### src/rtl/cnn_fetch_pkg.sv
// Shared constants and state encoding for the CNN pixel fetch engine.
package cnn_fetch_pkg;

    localparam int unsigned BYTES_PER_WORD    = 4;
    localparam int unsigned BYTE_CNT_W        = 3;
    localparam int unsigned DEFAULT_LEN_WIDTH = 16;
    localparam int unsigned STATE_W           = 3;

    typedef logic [STATE_W-1:0] fetch_state_t;

    localparam fetch_state_t ST_IDLE  = 3'd0;
    localparam fetch_state_t ST_REQ   = 3'd1;
    localparam fetch_state_t ST_WAIT  = 3'd2;
    localparam fetch_state_t ST_DRAIN = 3'd3;
    localparam fetch_state_t ST_DONE  = 3'd4;

endpackage

### src/rtl/obi_pkg.sv
// Minimal OBI bus configuration and channel types used by the fetch block and its bench.
package obi_pkg;

    localparam int unsigned OBI_ADDR_W = 32;
    localparam int unsigned OBI_DATA_W = 32;
    localparam int unsigned OBI_BE_W   = OBI_DATA_W / 8;
    localparam int unsigned OBI_ID_W   = 1;

    typedef struct packed {
        int unsigned addr_width;
        int unsigned data_width;
        int unsigned id_width;
    } obi_cfg_t;

    localparam obi_cfg_t ObiDefaultConfig = '{
        addr_width: OBI_ADDR_W,
        data_width: OBI_DATA_W,
        id_width:   OBI_ID_W
    };

    typedef struct packed {
        logic [OBI_ADDR_W-1:0] addr;
        logic                  we;
        logic [OBI_BE_W-1:0]   be;
        logic [OBI_DATA_W-1:0] wdata;
        logic [OBI_ID_W-1:0]   aid;
        logic [0:0]            a_optional;
    } obi_a_chan_t;

    typedef struct packed {
        obi_a_chan_t a;
        logic        req;
    } obi_req_t;

    typedef struct packed {
        logic [OBI_DATA_W-1:0] rdata;
        logic [OBI_ID_W-1:0]   rid;
        logic                  err;
        logic [0:0]            r_optional;
    } obi_r_chan_t;

    typedef struct packed {
        obi_r_chan_t r;
        logic        gnt;
        logic        rvalid;
    } obi_rsp_t;

endpackage

### src/rtl/cnn_word_unpacker.sv
// Serialises one 32-bit word into up to four little-endian bytes over a ready/valid port.
module cnn_word_unpacker
    import cnn_fetch_pkg::*;
(
    input  logic                  clk_i,
    input  logic                  rst_ni,
    input  logic                  load_i,
    input  logic [31:0]           word_i,
    input  logic [BYTE_CNT_W-1:0] count_i,
    output logic [7:0]            pixel_o,
    output logic                  valid_o,
    input  logic                  ready_i,
    output logic                  last_c
);

    logic [31:0]           word_q;
    logic [BYTE_CNT_W-1:0] cnt_q;
    logic                  valid_q;
    logic                  hs_c;

    assign hs_c    = valid_q & ready_i;
    assign last_c  = hs_c & (cnt_q == BYTE_CNT_W'(1));
    assign pixel_o = word_q[7:0];
    assign valid_o = valid_q;

    // Current byte always sits in the low lane; shift down on each accepted byte.
    always_ff @(posedge clk_i) begin
        if (!rst_ni) begin
            word_q  <= '0;
            cnt_q   <= '0;
            valid_q <= 1'b0;
        end else if (load_i) begin
            word_q  <= word_i;
            cnt_q   <= count_i;
            valid_q <= (count_i != '0);
        end else if (hs_c) begin
            word_q  <= last_c ? '0 : {8'h00, word_q[31:8]};
            cnt_q   <= cnt_q - BYTE_CNT_W'(1);
            valid_q <= ~last_c;
        end
    end

endmodule

### src/rtl/cnn_obi_fetch.sv
// OBI read engine: fetches a run of 8-bit pixels word by word and streams them to the line buffer.
module cnn_obi_fetch
    import cnn_fetch_pkg::*;
#(
    parameter obi_pkg::obi_cfg_t ObiCfg    = obi_pkg::ObiDefaultConfig,
    parameter type               obi_req_t = obi_pkg::obi_req_t,
    parameter type               obi_rsp_t = obi_pkg::obi_rsp_t,
    parameter int unsigned       LEN_WIDTH = DEFAULT_LEN_WIDTH
) (
    input  logic                 clk_i,
    input  logic                 rst_ni,
    input  logic                 start_i,
    input  logic [31:0]          base_addr_i,
    input  logic [LEN_WIDTH-1:0] num_pixels_i,
    output obi_req_t             obi_req_o,
    input  obi_rsp_t             obi_rsp_i,
    output logic [7:0]           pixel_o,
    output logic                 pixel_valid_o,
    input  logic                 pixel_ready_i,
    output logic                 busy_o,
    output logic                 done_o,
    output logic                 err_o
);

    localparam int unsigned AddrW = ObiCfg.addr_width;

    fetch_state_t          state_q, state_d;
    logic [31:0]           addr_q, addr_d;
    logic [LEN_WIDTH-1:0]  rem_q, rem_d;
    logic                  err_q, err_d;
    logic                  req_q, busy_q, done_q;
    logic                  load_c, last_c, pix_hs_c;
    logic [BYTE_CNT_W-1:0] byte_cnt_c;
    logic                  unused_c;

    assign unused_c = ^{base_addr_i[1:0], obi_rsp_i.r.rid, obi_rsp_i.r.r_optional};

    assign pix_hs_c   = pixel_valid_o & pixel_ready_i;
    assign byte_cnt_c = (rem_q >= LEN_WIDTH'(BYTES_PER_WORD)) ? BYTE_CNT_W'(BYTES_PER_WORD)
                                                              : BYTE_CNT_W'(rem_q);

    // Next-state logic: one outstanding read, then drain its bytes before the next request.
    always_comb begin
        state_d = state_q;
        addr_d  = addr_q;
        rem_d   = rem_q;
        err_d   = err_q;
        load_c  = 1'b0;
        case (state_q)
            ST_IDLE: begin
                if (start_i) begin
                    err_d = 1'b0;
                    if (num_pixels_i != '0) begin
                        addr_d  = {base_addr_i[31:2], 2'b00};
                        rem_d   = num_pixels_i;
                        state_d = ST_REQ;
                    end else begin
                        state_d = ST_DONE;
                    end
                end
            end
            ST_REQ: begin
                if (obi_rsp_i.gnt) begin
                    state_d = ST_WAIT;
                end
            end
            ST_WAIT: begin
                if (obi_rsp_i.rvalid) begin
                    if (obi_rsp_i.r.err) begin
                        err_d   = 1'b1;
                        state_d = ST_DONE;
                    end else begin
                        load_c  = 1'b1;
                        state_d = ST_DRAIN;
                    end
                end
            end
            ST_DRAIN: begin
                if (pix_hs_c) begin
                    rem_d = rem_q - LEN_WIDTH'(1);
                end
                if (last_c) begin
                    if (rem_q == LEN_WIDTH'(1)) begin
                        state_d = ST_DONE;
                    end else begin
                        addr_d  = addr_q + 32'd4;
                        state_d = ST_REQ;
                    end
                end
            end
            ST_DONE: begin
                state_d = ST_IDLE;
            end
            default: begin
                state_d = ST_IDLE;
            end
        endcase
    end

    always_ff @(posedge clk_i) begin
        if (!rst_ni) begin
            state_q <= ST_IDLE;
            addr_q  <= '0;
            rem_q   <= '0;
            err_q   <= 1'b0;
            req_q   <= 1'b0;
            busy_q  <= 1'b0;
            done_q  <= 1'b0;
        end else begin
            state_q <= state_d;
            addr_q  <= addr_d;
            rem_q   <= rem_d;
            err_q   <= err_d;
            req_q   <= (state_d == ST_REQ);
            busy_q  <= (state_d != ST_IDLE);
            done_q  <= (state_d == ST_DONE);
        end
    end

    // Address phase is read-only, full-word; all fields come straight from flops or constants.
    always_comb begin
        obi_req_o         = '0;
        obi_req_o.req     = req_q;
        obi_req_o.a.addr  = AddrW'(addr_q);
        obi_req_o.a.we    = 1'b0;
        obi_req_o.a.be    = 4'hF;
        obi_req_o.a.wdata = '0;
        obi_req_o.a.aid   = '0;
        obi_req_o.a.a_optional = '0;
    end

    assign busy_o = busy_q;
    assign done_o = done_q;
    assign err_o  = err_q;

    cnn_word_unpacker u_unpacker (
        .clk_i   (clk_i),
        .rst_ni  (rst_ni),
        .load_i  (load_c),
        .word_i  (obi_rsp_i.r.rdata),
        .count_i (byte_cnt_c),
        .pixel_o (pixel_o),
        .valid_o (pixel_valid_o),
        .ready_i (pixel_ready_i),
        .last_c  (last_c)
    );

endmodule

### config.mk
export PLATFORM = sky130hd
export DESIGN_NAME = cnn_obi_fetch
export DESIGN_NICKNAME = d
export VERILOG_FILES = /design/src/rtl/cnn_fetch_pkg.sv /design/src/rtl/obi_pkg.sv /design/src/rtl/cnn_word_unpacker.sv /design/src/rtl/cnn_obi_fetch.sv
export SDC_FILE = /design/constraint.sdc
export NUM_CORES = 1
export LEC_CHECK = 0
export ABC_AREA = 1
export CORE_ASPECT_RATIO = 2
export CORE_MARGIN = 4
export CORE_UTILIZATION = 52
export DETAILED_ROUTE_END_ITERATION = 10
export PLACE_DENSITY = 0.91
export SETUP_SLACK_MARGIN = 0.05
export SYNTH_ARGS = -nofsm -noshare
export SYNTH_HDL_FRONTEND = slang
export SYNTH_SLANG_ARGS = --single-unit
export TNS_END_PERCENT = 100
### constraint.sdc
create_clock -name clk_i -period 3 [get_ports clk_i]
set_input_delay 0.45 -clock clk_i [delete_from_list [all_inputs] [get_ports clk_i]]
set_output_delay 0.45 -clock clk_i [all_outputs]
set_load 0.01 [all_outputs]
==> results.toml <==
[run_status]
status = "finished clean"

[synth]
yosysSeqAreaShare_pct = 29.8
synth-edff-count = 0
synth_cell_types = 41
netlist_area_um2 = 5970
async_flop_share_pct = 0
ys_ff_latch = 89
synth_area_leader_cell = "dfxtp_1"
netlist.area_leader.share_pct = 29.8
synthTopCellsByArea = "dfxtp_1, nand2_1, nor2_1, nand3_1, buf_4"
synthCells = 1012
synth.avg_cell_area_um2 = 5.90
ys.flop_type = "dfxtp_1"
yosysWarnings = 0
ys_top_cells_by_count = "nand2_1, nor2_1, inv_1"
yosysMostFrequentCell = "nand2_1"

[floorplan]
die_x_um = 83.8
dieArea_um2 = 13400
initial_core_util_pct = 52.9
fp.dieH_um = 160
design.portCount = 173
core-area_um2 = 11300
num_rows = 55

[finish]
register_area_um2 = 1780
drive_gt1_share_pct = 4.03
fillers = 1036
multi_input_area_um2 = 3380
design_area_um2 = 7420
fin_nets = 1208
antenna_cells = 0
syn_to_final_growth_pct = 24.2

[route]
wire_per_inst_um = 14.5
via_per_inst = 5.16
m1WireLength_mm = 5.89
drt-pass1-iter-count = 5
ant_nets = 0
drt_iter0_drc = 282
wl_met3_mm = 1.05
wl_met2_mm = 9.97
wl_mm = 18.3
routed.top_layer = "met4"
drc = 0
num_vias = 6503

[clock_network]
clock_latency_ns = 0.34
cts_buffers = 9
cts_tree = "yes"
postCtsHoldBufs = 0
cts_setup_buffers = 0
cts.clk_slew.worst_paths_ns = 0.07
clk_root_buffer_cell = "clkbuf_16"
cts_sinks = 89
htreeDepth = 3
clock_path_buffers = 2
cts_resized = 0

[min_path]
hp-class = "reg -> reg"

[sta]
rsz0062_at_grt = "no"
drv_slew = 0
holdWs_ns = 0.462
min_period_ns = 2.21
tightest_slew_ns = 0.925
finClkSkew_ns = 0.00672
finalHoldViolations = 0
setup_slack_ns = 0.793
timing.fmax_ghz = 0.453
slew_headroom_pct = 38.3
fin_crit_sh_pct = 73.6
setup_violations = 0
fin_setup_tns_ns = 0

[worst_setup_path]
worst_ep_required_time_ns = 3.23
crit_type = "in -> reg"
startpoint_type = "primary input"
worstPathArrival_ns = 2.44
end_kind = "flip-flop"
critPathMaxFanout = 32

[global_routing]
track_usage_pct = 26.8
grt_overflow = 0
antenna_found_initial = 0
grt_pass1_wl_mm = 29.2
grt_start_max_net_pins = 64
grt_pass1_vias = 6377

[place]
placed_cell_area_um2 = 7080
place_ws_ns = 0.472
portBuffers = 127
place_hpwl_mm = 14.0
place_congestion = 0.961

[power]
comb_power_share_pct = 23.7
seqPwrFrac_pct = 39.8
ir_worst_vdd_v = 0.000475
switching_share_pct = 30.6
intPower_mw = 2.42
p_switching_mw = 1.07
power-per-cell-area_nw_per_um2 = 470
p_clk_share_pct = 36.5
p_total_mw = 3.49
leakage_nw = 3.34

[job]
drv_cap = 0
-- metrics by stage --
stage	std cells	util, %
3_5_place_dp	1244	62.7
4_1_cts	1260	65.7
3_3_place_gp	1244	62.7
6_report	1260	65.7
2_1_floorplan	1051	-
5_1_grt	1260	65.7
-- worst max-delay path: stages --
cell and delay (ns):
clkdlybuf4s50_1 0.43, nor2_1 0.11, nand2_1 0.05, nor2_1 0.32, nand2_1 0.09, nand2_1 0.12
nand2_2 0.07, nand2_2 0.50, nand2_1 0.13, nand2_1 0.10, nor2_1 0.05
-- logic make-up (layout without fill, tap and decap cells) --
group / count (synthesis) / count (layout) / synth area share, %
buffers and inverters: 192 / 259 / 16.2
xor gates and xnor gates: 6 / 6 / 0.880
adders and majority gates: 6 / 6 / 1.26
other: 2 / 41 / 0.126
and+or+nand+nor: 614 / 614 / 42.2
DFF: 89 / 89 / 29.8
AOI/OAI and AO/OA: 102 / 102 / 9.38
muxes: 1 / 1 / 0.168
-- registers in the layout, indices dropped and copies added, names as in the netlist --
| signal | count |
|---|---|
| addr_q | 30 |
| busy_o | 1 |
| done_o | 1 |
| err_o | 1 |
| rem_q | 16 |
| req_q | 1 |
| state_q | 3 |
| u_unpacker.cnt_q | 3 |
| u_unpacker.valid_o | 1 |
| u_unpacker.word_q | 32 |
-- power groups by stage --
| stage | registers, mW | logic [mW] | clock network [mW] |
|---|---|---|---|
| floorplan | 1.40 | 0.518 | 0 |
| global route | 1.40 | 0.922 | 1.34 |
| CTS | 1.38 | 0.825 | 1.30 |
| detailed placement | 1.41 | 0.821 | 0 |
| global placement | 1.41 | 0.802 | 0 |
| finish | 1.39 | 0.827 | 1.27 |
-- per-layer routing --
metal,vias up,global-route usage (%)
met5,-,0
met4,0,18.9
met3,82,3.31
met2,269,52.5
met1,2904,24.3
li1,3248,-
-- path summary, 6_finish.rpt --
| check | startpoint | endpoint | slack, ns | cells past startpoint |
|---|---|---|---|---|
| worst min-delay path | u_unpacker.word_q[28] | u_unpacker.word_q[28] | 0.46 | 2 |
| worst min register to register | u_unpacker.word_q[28] | u_unpacker.word_q[28] | 0.46 | 2 |
| worst max-delay path | num_pixels_i[0] | addr_q[17] | 0.79 | 11 |
| worst max register to register | addr_q[3] | addr_q[24] | 0.90 | 10 |
-- layout make-up --
class,count,area share [%]
inverters,106,5.43
clock inverters,5,1.15
well taps,142,2.40
repair buffers,137,18.1
flip-flops and latches,89,24.0
clock buffers,11,3.41
multi-input cells,770,45.5
-- layout by cell type (no fill, tap or decap), types with 3 or more instances in the layout --
cell type        count
nor2_2               5
o21ai_0             37
nand2_1            352
nand3b_1             4
xnor2_1              3
clkbuf_16            9
o211ai_1            16
ha_1                 6
xor2_1               3
nand4_1              3
conb_1              41
inv_1              102
dfxtp_1             89
clkdlybuf4s50_1    126
nand3_1             82
a21oi_1             44
nor2_1             152
buf_4               10
Note: power is estimated with default switching activity, not from simulation.
